`src/rtl/fetch_bp_1bit_pkg.sv`:
```
// Shared types and defaults for the fetch stage and its 1-bit branch history table.
// Tags are held at their widest possible width so one entry type fits any table depth.
package fetch_pkg;

  localparam int          BHT_IDX_W_DEFAULT = 6;
  localparam int          BHT_TAG_W_DEFAULT = 32 - BHT_IDX_W_DEFAULT - 2;
  localparam int          BHT_TAG_MAX_W     = 30;
  localparam logic [31:0] RESET_PC_DEFAULT  = 32'h0;

  typedef struct packed {
    logic                     valid;
    logic [BHT_TAG_MAX_W-1:0] tag;
    logic                     taken;
    logic [31:0]              target;
  } bht_entry_t;

  // Tag is everything above the index and byte-offset bits, zero-extended.
  function automatic logic [BHT_TAG_MAX_W-1:0] pc_tag(input logic [31:0] pc, input int idx_w);
    logic [31:0] shifted;
    shifted = pc >> (idx_w + 2);
    return shifted[BHT_TAG_MAX_W-1:0];
  endfunction

  function automatic logic [31:0] word_align(input logic [31:0] addr);
    return {addr[31:2], 2'b00};
  endfunction

endpackage

```
`src/rtl/fetch_bp_1bit_bht.sv`:
```
// Direct-mapped 1-bit branch history table: combinational read port, edge write port.
// Only the valid vector is reset; tag/direction/target storage is plain memory.
module bht_1bit
  import fetch_pkg::*;
#(
  parameter int IDX_W = BHT_IDX_W_DEFAULT
) (
  input  logic             i_clk,
  input  logic             i_reset,
  input  logic [IDX_W-1:0] rd_idx,
  output bht_entry_t       rd_entry,
  input  logic             wr_en,
  input  logic             wr_target_en,
  input  logic [IDX_W-1:0] wr_idx,
  input  bht_entry_t       wr_entry
);

  localparam int DEPTH = 1 << IDX_W;

  logic [DEPTH-1:0]         valid_reg;
  logic [DEPTH-1:0]         valid_next;
  logic [DEPTH-1:0]         wr_sel;
  logic [BHT_TAG_MAX_W-1:0] tag_mem    [DEPTH];
  logic                     taken_mem  [DEPTH];
  logic [31:0]              target_mem [DEPTH];

  genvar gi;
  generate
    for (gi = 0; gi < DEPTH; gi++) begin : g_wr_sel
      assign wr_sel[gi]     = wr_en && (wr_idx == IDX_W'(gi));
      assign valid_next[gi] = wr_sel[gi] ? wr_entry.valid : valid_reg[gi];
    end
  endgenerate

  always_ff @(posedge i_clk or negedge i_reset) begin
    if (!i_reset) begin
      valid_reg <= '0;
    end else begin
      valid_reg <= valid_next;
    end
  end

  // A not-taken update keeps the previously learned target.
  always_ff @(posedge i_clk) begin
    if (wr_en) begin
      tag_mem[wr_idx]   <= wr_entry.tag;
      taken_mem[wr_idx] <= wr_entry.taken;
      if (wr_target_en) begin
        target_mem[wr_idx] <= wr_entry.target;
      end
    end
  end

  always_comb begin
    rd_entry        = '0;
    rd_entry.valid  = valid_reg[rd_idx];
    rd_entry.tag    = tag_mem[rd_idx];
    rd_entry.taken  = taken_mem[rd_idx];
    rd_entry.target = target_mem[rd_idx];
  end

endmodule

```
`src/rtl/fetch_bp_1bit.sv`:
```
// Fetch PC generator with 1-bit branch prediction, EX-side redirect and flush control.
// Decode-side PC/prediction registers line up with the instruction memory's registered output.
module fetch_bp_1bit
  import fetch_pkg::*;
#(
  parameter logic [31:0] RESET_PC  = RESET_PC_DEFAULT,
  parameter int          BHT_IDX_W = BHT_IDX_W_DEFAULT
) (
  input  logic        i_clk,
  input  logic        i_reset,
  input  logic        i_stall,
  input  logic        i_ex_br_valid,
  input  logic [31:0] i_ex_pc,
  input  logic        i_ex_taken,
  input  logic [31:0] i_ex_target,
  input  logic        i_ex_pred_taken,
  input  logic [31:0] i_ex_pred_target,
  output logic [31:0] o_pc,
  output logic        o_stall_decode,
  output logic        o_flush_decode,
  output logic        o_flush_execute,
  output logic [31:0] o_pc_decode,
  output logic        o_pred_taken_dec,
  output logic [31:0] o_pred_target_dec,
  output logic [31:0] o_br_cnt,
  output logic [31:0] o_mispred_cnt
);

  localparam int IDX_LSB = 2;
  localparam int IDX_MSB = BHT_IDX_W + 1;

  logic [31:0]          pc_reg, pc_next;
  logic [31:0]          pc_dec_reg, pc_dec_next;
  logic                 pred_taken_dec_reg, pred_taken_dec_next;
  logic [31:0]          pred_target_dec_reg, pred_target_dec_next;
  logic [31:0]          br_cnt_reg, mispred_cnt_reg;

  logic [BHT_IDX_W-1:0] fetch_idx, ex_idx;
  bht_entry_t           rd_entry, wr_entry;
  logic                 hit, pred_taken;
  logic [31:0]          pred_target;
  logic                 mispredict;
  logic [31:0]          redirect_pc;

  assign fetch_idx = pc_reg[IDX_MSB:IDX_LSB];
  assign ex_idx    = i_ex_pc[IDX_MSB:IDX_LSB];

  bht_1bit #(.IDX_W(BHT_IDX_W)) u_bht (
    .i_clk        (i_clk),
    .i_reset      (i_reset),
    .rd_idx       (fetch_idx),
    .rd_entry     (rd_entry),
    .wr_en        (i_ex_br_valid),
    .wr_target_en (i_ex_taken),
    .wr_idx       (ex_idx),
    .wr_entry     (wr_entry)
  );

  always_comb begin
    wr_entry        = '0;
    wr_entry.valid  = 1'b1;
    wr_entry.tag    = pc_tag(i_ex_pc, BHT_IDX_W);
    wr_entry.taken  = i_ex_taken;
    wr_entry.target = word_align(i_ex_target);
  end

  assign hit         = rd_entry.valid && (rd_entry.tag == pc_tag(pc_reg, BHT_IDX_W));
  assign pred_taken  = hit && rd_entry.taken;
  assign pred_target = rd_entry.target;

  // A wrong target only matters when the branch was actually taken.
  assign mispredict = i_ex_br_valid &&
                      ((i_ex_taken != i_ex_pred_taken) ||
                       (i_ex_taken && (i_ex_target != i_ex_pred_target)));

  assign redirect_pc = i_ex_taken ? word_align(i_ex_target) : word_align(i_ex_pc + 32'd4);

  always_comb begin
    pc_next = pc_reg;
    if (mispredict) begin
      pc_next = redirect_pc;
    end else if (i_stall) begin
      pc_next = pc_reg;
    end else if (pred_taken) begin
      pc_next = word_align(pred_target);
    end else begin
      pc_next = word_align(pc_reg + 32'd4);
    end
  end

  // Flush wins over stall so a redirect never leaves a wrong-path instruction in decode.
  always_comb begin
    pc_dec_next          = pc_dec_reg;
    pred_taken_dec_next  = pred_taken_dec_reg;
    pred_target_dec_next = pred_target_dec_reg;
    if (mispredict) begin
      pc_dec_next          = '0;
      pred_taken_dec_next  = 1'b0;
      pred_target_dec_next = '0;
    end else if (!i_stall) begin
      pc_dec_next          = pc_reg;
      pred_taken_dec_next  = pred_taken;
      pred_target_dec_next = pred_target;
    end
  end

  always_ff @(posedge i_clk or negedge i_reset) begin
    if (!i_reset) begin
      pc_reg              <= RESET_PC;
      pc_dec_reg          <= '0;
      pred_taken_dec_reg  <= 1'b0;
      pred_target_dec_reg <= '0;
      br_cnt_reg          <= '0;
      mispred_cnt_reg     <= '0;
    end else begin
      pc_reg              <= pc_next;
      pc_dec_reg          <= pc_dec_next;
      pred_taken_dec_reg  <= pred_taken_dec_next;
      pred_target_dec_reg <= pred_target_dec_next;
      br_cnt_reg          <= br_cnt_reg + {31'd0, i_ex_br_valid};
      mispred_cnt_reg     <= mispred_cnt_reg + {31'd0, mispredict};
    end
  end

  assign o_pc              = pc_reg;
  assign o_stall_decode    = i_stall && !mispredict;
  assign o_flush_decode    = mispredict;
  assign o_flush_execute   = mispredict;
  assign o_pc_decode       = pc_dec_reg;
  assign o_pred_taken_dec  = pred_taken_dec_reg;
  assign o_pred_target_dec = pred_target_dec_reg;
  assign o_br_cnt          = br_cnt_reg;
  assign o_mispred_cnt     = mispred_cnt_reg;

endmodule

```
`config.mk`:
```
export PLATFORM = sky130hd
export DESIGN_NAME = fetch_bp_1bit
export DESIGN_NICKNAME = d
export VERILOG_FILES = /design/src/rtl/fetch_bp_1bit_pkg.sv /design/src/rtl/fetch_bp_1bit_bht.sv /design/src/rtl/fetch_bp_1bit.sv
export SDC_FILE = /design/constraint.sdc
export NUM_CORES = 2
export LEC_CHECK = 0
export CAP_MARGIN = 20
export CELL_PAD_IN_SITES_DETAIL_PLACEMENT = 0
export CELL_PAD_IN_SITES_GLOBAL_PLACEMENT = 1
export CORE_MARGIN = 5
export CORE_UTILIZATION = 56
export DETAILED_ROUTE_END_ITERATION = 10
export PLACE_DENSITY_LB_ADDON = 0.1
export RECOVER_POWER = 50
export SYNTH_ARGS = -nofsm -noshare
export SYNTH_HDL_FRONTEND = slang
export SYNTH_HIERARCHICAL = 1
export SYNTH_SLANG_ARGS = --single-unit
export TNS_END_PERCENT = 50
```
`constraint.sdc`:
```
create_clock -name i_clk -period 4.35 [get_ports i_clk]
set_input_delay 1.0875 -clock i_clk [delete_from_list [all_inputs] [get_ports i_clk]]
set_output_delay 1.0875 -clock i_clk [all_outputs]
set_load 0.05 [all_outputs]
```
# Yosys cells after proc, flatten, opt, wreduce, memory -nomap -nowiden
# Memory sizes are Yosys's and may differ from the RTL's.
# Cells that the tools add are included.
# W data, S select, Z words.
totals:
  elab_cells: 234
  mem_bits_rw: 3520
  n_memories: 3
  output_inout_bits: 164
  regBits: 225
mem_list:
  columns: ["memory", "words", "word_bits", "rd", "rd_clocked_by_memory_dff", "write_ports", "line_no", "rtl"]
  rows:
  - ["u_bht.target_mem", 64, 30, 1, 0, 1, "fetch_bp_1bit_bht.sv:25", "logic [31:0] target_mem [DEPTH];"]
  - ["u_bht.tag_mem", 64, 24, 1, 0, 1, "fetch_bp_1bit_bht.sv:23", "logic [BHT_TAG_MAX_W-1:0] tag_mem [DEPTH];"]
  - ["u_bht.taken_mem", 64, 1, 1, 0, 1, "fetch_bp_1bit_bht.sv:24", "logic taken_mem [DEPTH];"]
op_classes:
  n_eq_ne: 67
  n_mux: 17
  n_lt_le_gt_ge: 1
  add_sub_neg: 4
  reduce_logical: 72
op_table:
  columns: ["operator", "count"]
  rows:
  - ["$mux W32", 8]
  - ["$eq A6 B6 Y1 const B", 32]
  - ["$eq A6 B5 Y1 const B", 16]
  - ["$logic_and A1 B1 Y1", 69]
  - ["$add A32 B1 Y32", 2]
  - ["$add A32 B3 Y32 const B", 2]
  - ["$eq A6 B4 Y1 const B", 8]
  - ["$ne A32 B32 Y1", 1]
  - ["$eq A30 B24 Y1", 1]
  - ["$eq A6 B3 Y1 const B", 4]
  - ["$eq A6 B2 Y1 const B", 2]
  - ["$mux W1", 8]
  - ["$lt A6 B7 Y1 const B", 1]
  - ["$bmux W1 S6", 1]
  - ["$eq A6 B1 Y1 const B", 1]
  - ["$logic_not A6 Y1", 1]
  - ["$ne A2 B1 Y1 const B", 1]
  - ["$logic_not A1 Y1", 1]
  - ["$logic_or A1 B1 Y1", 1]
  - ["$ne A1 B1 Y1", 1]

# Longest topological paths before layout
logic_depth:
  depth_word: 7
  depth_mapped: 19

# Hierarchy
# The synthesis kept the hierarchy.
modules_own_cells:
  columns: ["mod", "n_inst", "cells_per_inst", "seq_area_each_um2", "area_each_um2"]
  rows:
  - ["bht_1bit", 1, 6662, 122677.7, 155440.3]
  - ["fetch_bp_1bit", 1, 1003, 3928.8, 9529.1]

# Least setup slack after synthesis
# No wires, ideal clock.
synth_timing:
  path_type: "input to output"
  from: "input port i_ex_pred_target[15]"
  to: "output port o_stall_decode"
  path_buffers: 2
  path_stages: 9
  arrival_ns: 3.583
  path_slack_ns: -0.320
  cell_sequence: "xor2_1 -> nor4_1 -> nand4_1 -> nor4_1 -> or2_1 -> buf_2 -> inv_2 -> buf_1 -> nor2_1"
synth_via:
  elab_chain_cells: 6
synth_rtl:
  columns: ["item", "line_no", "rtl"]
  rows:
  - ["start: declaration", "fetch_bp_1bit.sv:17", "input logic [31:0] i_ex_pred_target,"]
  - ["$ne A32 B32 Y1", "fetch_bp_1bit.sv:74", "(i_ex_taken && (i_ex_target != i_ex_pred_target)));"]
  - ["$logic_and A1 B1 Y1", "fetch_bp_1bit.sv:74", null]
  - ["$logic_or A1 B1 Y1", "fetch_bp_1bit.sv:73", "((i_ex_taken != i_ex_pred_taken) ||"]
  - ["$logic_and A1 B1 Y1", "fetch_bp_1bit.sv:72", "assign mispredict = i_ex_br_valid &&"]
  - ["named net o_flush_decode", "fetch_bp_1bit.sv:20", "output logic o_flush_decode,"]
  - ["$logic_not A1 Y1", "fetch_bp_1bit.sv:126", "assign o_stall_decode = i_stall && !mispredict;"]
  - ["$logic_and A1 B1 Y1", "fetch_bp_1bit.sv:126", null]
  - ["end: declaration", "fetch_bp_1bit.sv:19", "output logic o_stall_decode,"]
# The timed path passes the listed nets, and every way through them passes these cells.

==> impl_metrics.yaml <==
worst_setup_path:
  crit_buf_inv: 10
  critPathLaunch: "o_pc[2]"
  path_delay_family: "buffers and inverters"
  rr_worst_depth: 20
  cp-end-kind: "flop"
  crit_fanout: 7
  crit_type: "flop to flop"
  start_kind: "flop"
  crit_chain: "buf_12, buf_12, buf_16, buf_12, clkbuf_16, buf_4, mux4_2, o221ai_2, buf_4, a21oi_2, o22a_1, xnor2_2, nand4_1, buf_4, nor4_4, buf_6, nand2_8, buf_4, o311ai_2, a21oi_2"
  r2r-end: "o_pc[2]"
  cpMostUsedCell: "buf_4"
  cp.depth: 20
  cpMaxStageDelayCell: "dfrtp_4"
  slowest_delay_ns: 0.50
  ff2ff_setup_slack_ns: -0.19
  r2r-start: "o_pc[2]"
  cp-endpoint: "o_pc[2]"
  cp.arrival_ns: 5.34
  worstPathRequired_ns: 5.15
synthesis:
  synth_ff_type: "edfxtp_1"
  netlist_instances: 7665
  synth_seq_cells: 4253
  seq_area_frac_synth_pct: 76.75
  yosysWarnings: 6
  synth_edf_count: 4032
  syn_area_sq_um: 165000
  synthArstFlopShare_pct: 5.196
  synth_top_area_share_pct: 73.39
  yosys.cell_types.count: 81
  syn-mean-instance-area_sq_um: 21.52
  synth_largest_area_cell: "edfxtp_1"
  synthTopCellsByArea: "edfxtp_1, mux4_2, dfrtp_1"
finish:
  top_regs: "u_bht/target_mem (2048), u_bht/tag_mem (1920)"
  regMostFlops: "u_bht/target_mem"
  area_growth_syn_to_layout_pct: 19.42
  drive_above_1_share_pct: 29.90
  layout.nets: 9423
  multi_input_area_sq_um: 39510
  seqCellArea_sq_um: 126600
  largest_register_ffs: 2048
  instances_no_fill: 13610
  num-fill-cells: 19040
grt:
  grt_usage_pct: 30.83
  grt_pass1_vias: 88210
  grt-ovfl-total: 0
  grt_pass1_wl_mm: 666.4
  grt_max_degree: 136
  antenna_found_initial: 21
run_status:
  status: "finished, violations left"
  failed_checks: "max-capacitance violations, max-slew violations, negative setup slack"
clocking:
  clk_pin_slew_ns: 0.06
  ctsHtreeMaxLevel: 5
  cts_sinks: 4253
  clockBufferDepth: 4
  clk_latency_ns: 0.99
  clock-root-buffer: "clkbuf_16"
  numCtsBuffers: 423
  cts_tree: "done"
route:
  vias: 87850
  final_antenna_net_count: 0
  first_pass_iters: 7
  wl_per_cell_microns: 35.03
  drc: 0
  drt_iter0_markers: 11190
  wl_mm: 476.8
  vias_per_cell: 6.454
timing:
  fin_crit_sh_pct: 104.3
  drv_slew: 3011
  finalCriticalPeriod_ns: 4.536
  rsz0062_at_grt: "yes"
  hold_viol_final: 0
  setup_viol: 32
  fin_skew_ns: 0.06427
  setup_slack_ns: -0.1863
  setup-tns-final_ns: -3.339
  max_freq_mhz: 220.4
  tightest_slew_ns: 3.715
  max-slew-margin-rel_pct: -147.7
place:
  io_buffer_count: 259
  dp_cells: 12720
  dp_hpwl_mm: 285.2
  gp_congestion: 0.8985
power:
  p_leak_nw: 65.42
  peakVddDrop_mv: 0.4197
  power_density_nw_per_um2: 496.1
floorplan:
  dieArea_sq_um: 305500
  io_pins: 266
  die_x_microns: 552.8
  rows: 199
  die_h_microns: 552.8
  start_util_pct: 56.20
  fp.coreArea_sq_um: 293600
run:
  cap_viol_max_count: 52
hold_path:
  hp-class: "input port to flop"
cells by family (layout without fill, tap and decap cells):
family / Yosys count / in the layout / synth area share, %
flops: 4253 / 4253 / 76.75
other cells: 2 / 538 / 0.004552
compound gates: 694 / 694 / 2.904
xor+xnor: 146 / 146 / 0.7979
buf+inv: 473 / 1965 / 1.456
fa+ha+maj: 7 / 7 / 0.05309
mux: 1307 / 1307 / 15.64
simple gates: 783 / 783 / 2.402
layout by cell type (no fill, tap or decap), types with 27 or more instances in the layout:
cell type,count
buf_4,521
clkdlybuf4s50_1,164
xnor2_1,73
conb_1,517
and3_2,41
o22ai_1,272
nand2_1,157
mux4_2,1006
clkinv_2,94
nor4_1,45
clkinv_1,74
o22a_1,27
a21oi_1,105
xor2_1,61
o221ai_1,53
clkbuf_1,217
nor2_4,60
buf_6,37
dfrtp_1,215
mux2_2,99
bufinv_16,30
nand4_1,35
nand3_1,54
o21ai_0,37
edfxtp_1,4032
and3_1,29
clkbuf_16,433
nor2_1,159
nor3_1,33
mux2i_1,190
buf_12,211
clkbuf_8,34
power breakdown:
| part | total (mW) | internal (mW) | switching [mW] |
|---|---|---|---|
| clock | 35.8 | 20.4 | 15.3 |
| sequential | 45.8 | 45.4 | 0.436 |
| combinational | 16.1 | 6.80 | 9.34 |
area by class of cell:
class | instances | area share, %
Timing Repair Buffer | 1163 | 6.194
Sequential cell | 4253 | 64.28
Antenna cell | 21 | 0.02667
Tap cell | 3919 | 2.489
Inverter | 19 | 0.03874
Clock buffer | 552 | 5.846
Multi-Input combinational cell | 3454 | 20.06
Clock inverter | 231 | 1.075
cell usage after synthesis, types with 96 or more instances:
| cell type | instances |
|---|---|
| edfxtp_1 | 4032 |
| dfrtp_1 | 221 |
| buf_4 | 96 |
| nor2_1 | 223 |
| nand2_1 | 169 |
| mux2i_1 | 200 |
| a21oi_1 | 115 |
| mux4_2 | 1006 |
| o22ai_1 | 289 |
| buf_2 | 108 |
| mux2_2 | 101 |
| clkbuf_1 | 180 |
per-stage QoR:
stage | instance area (sq um) | util (%) | hold WS [ns] | total power [mW] | setup slack (ns)
floorplan | 166900 | - | 0.4753 | 54.37 | -0.1083
global placement | 181600 | 61.86 | 0.4575 | 61.64 | -0.8517
detailed placement | 181600 | 61.86 | 0.4710 | 61.78 | -0.7458
CTS | 196900 | 67.06 | 0.1297 | 97.80 | -0.2175
global route | 197000 | 67.10 | 0.3889 | 100.6 | -0.2642
finish | 197000 | 67.11 | 0.4277 | 97.73 | -0.1863
how the worst min path moves through the flow:
stage | from | to | cells after the start
finish | i_ex_target[16] | u_bht/target_mem[51][16] | 1
CTS | i_reset | o_br_cnt[7] | 1
floorplan | u_bht/valid_reg[10] | u_bht/valid_reg[10] | 1
global route | i_ex_target[16] | u_bht/target_mem[51][16] | 1
global placement | o_br_cnt[31] | o_br_cnt[31] | 1
detailed placement | o_mispred_cnt[31] | o_mispred_cnt[31] | 1
timing repair:
item                       4_1_cts  5_1_grt
cloned                          15        5
hold buffers                     0        0
gates resized for setup        204      125
setup endpoints to repair       36       37
buffers inserted                40       38
pin swaps                       57       61
per-layer routing:
metal	vias up	wire length (microns)	share of wire, %	GRT usage, %
met5	-	9	0.0019	0
met4	2	25260	5.3	13.52
met3	865	43240	9.1	5.298
met2	4803	229500	48	49.07
met1	47030	178800	37	42.76
li1	35150	-	-	-
(Power assumes the default switching activity.)
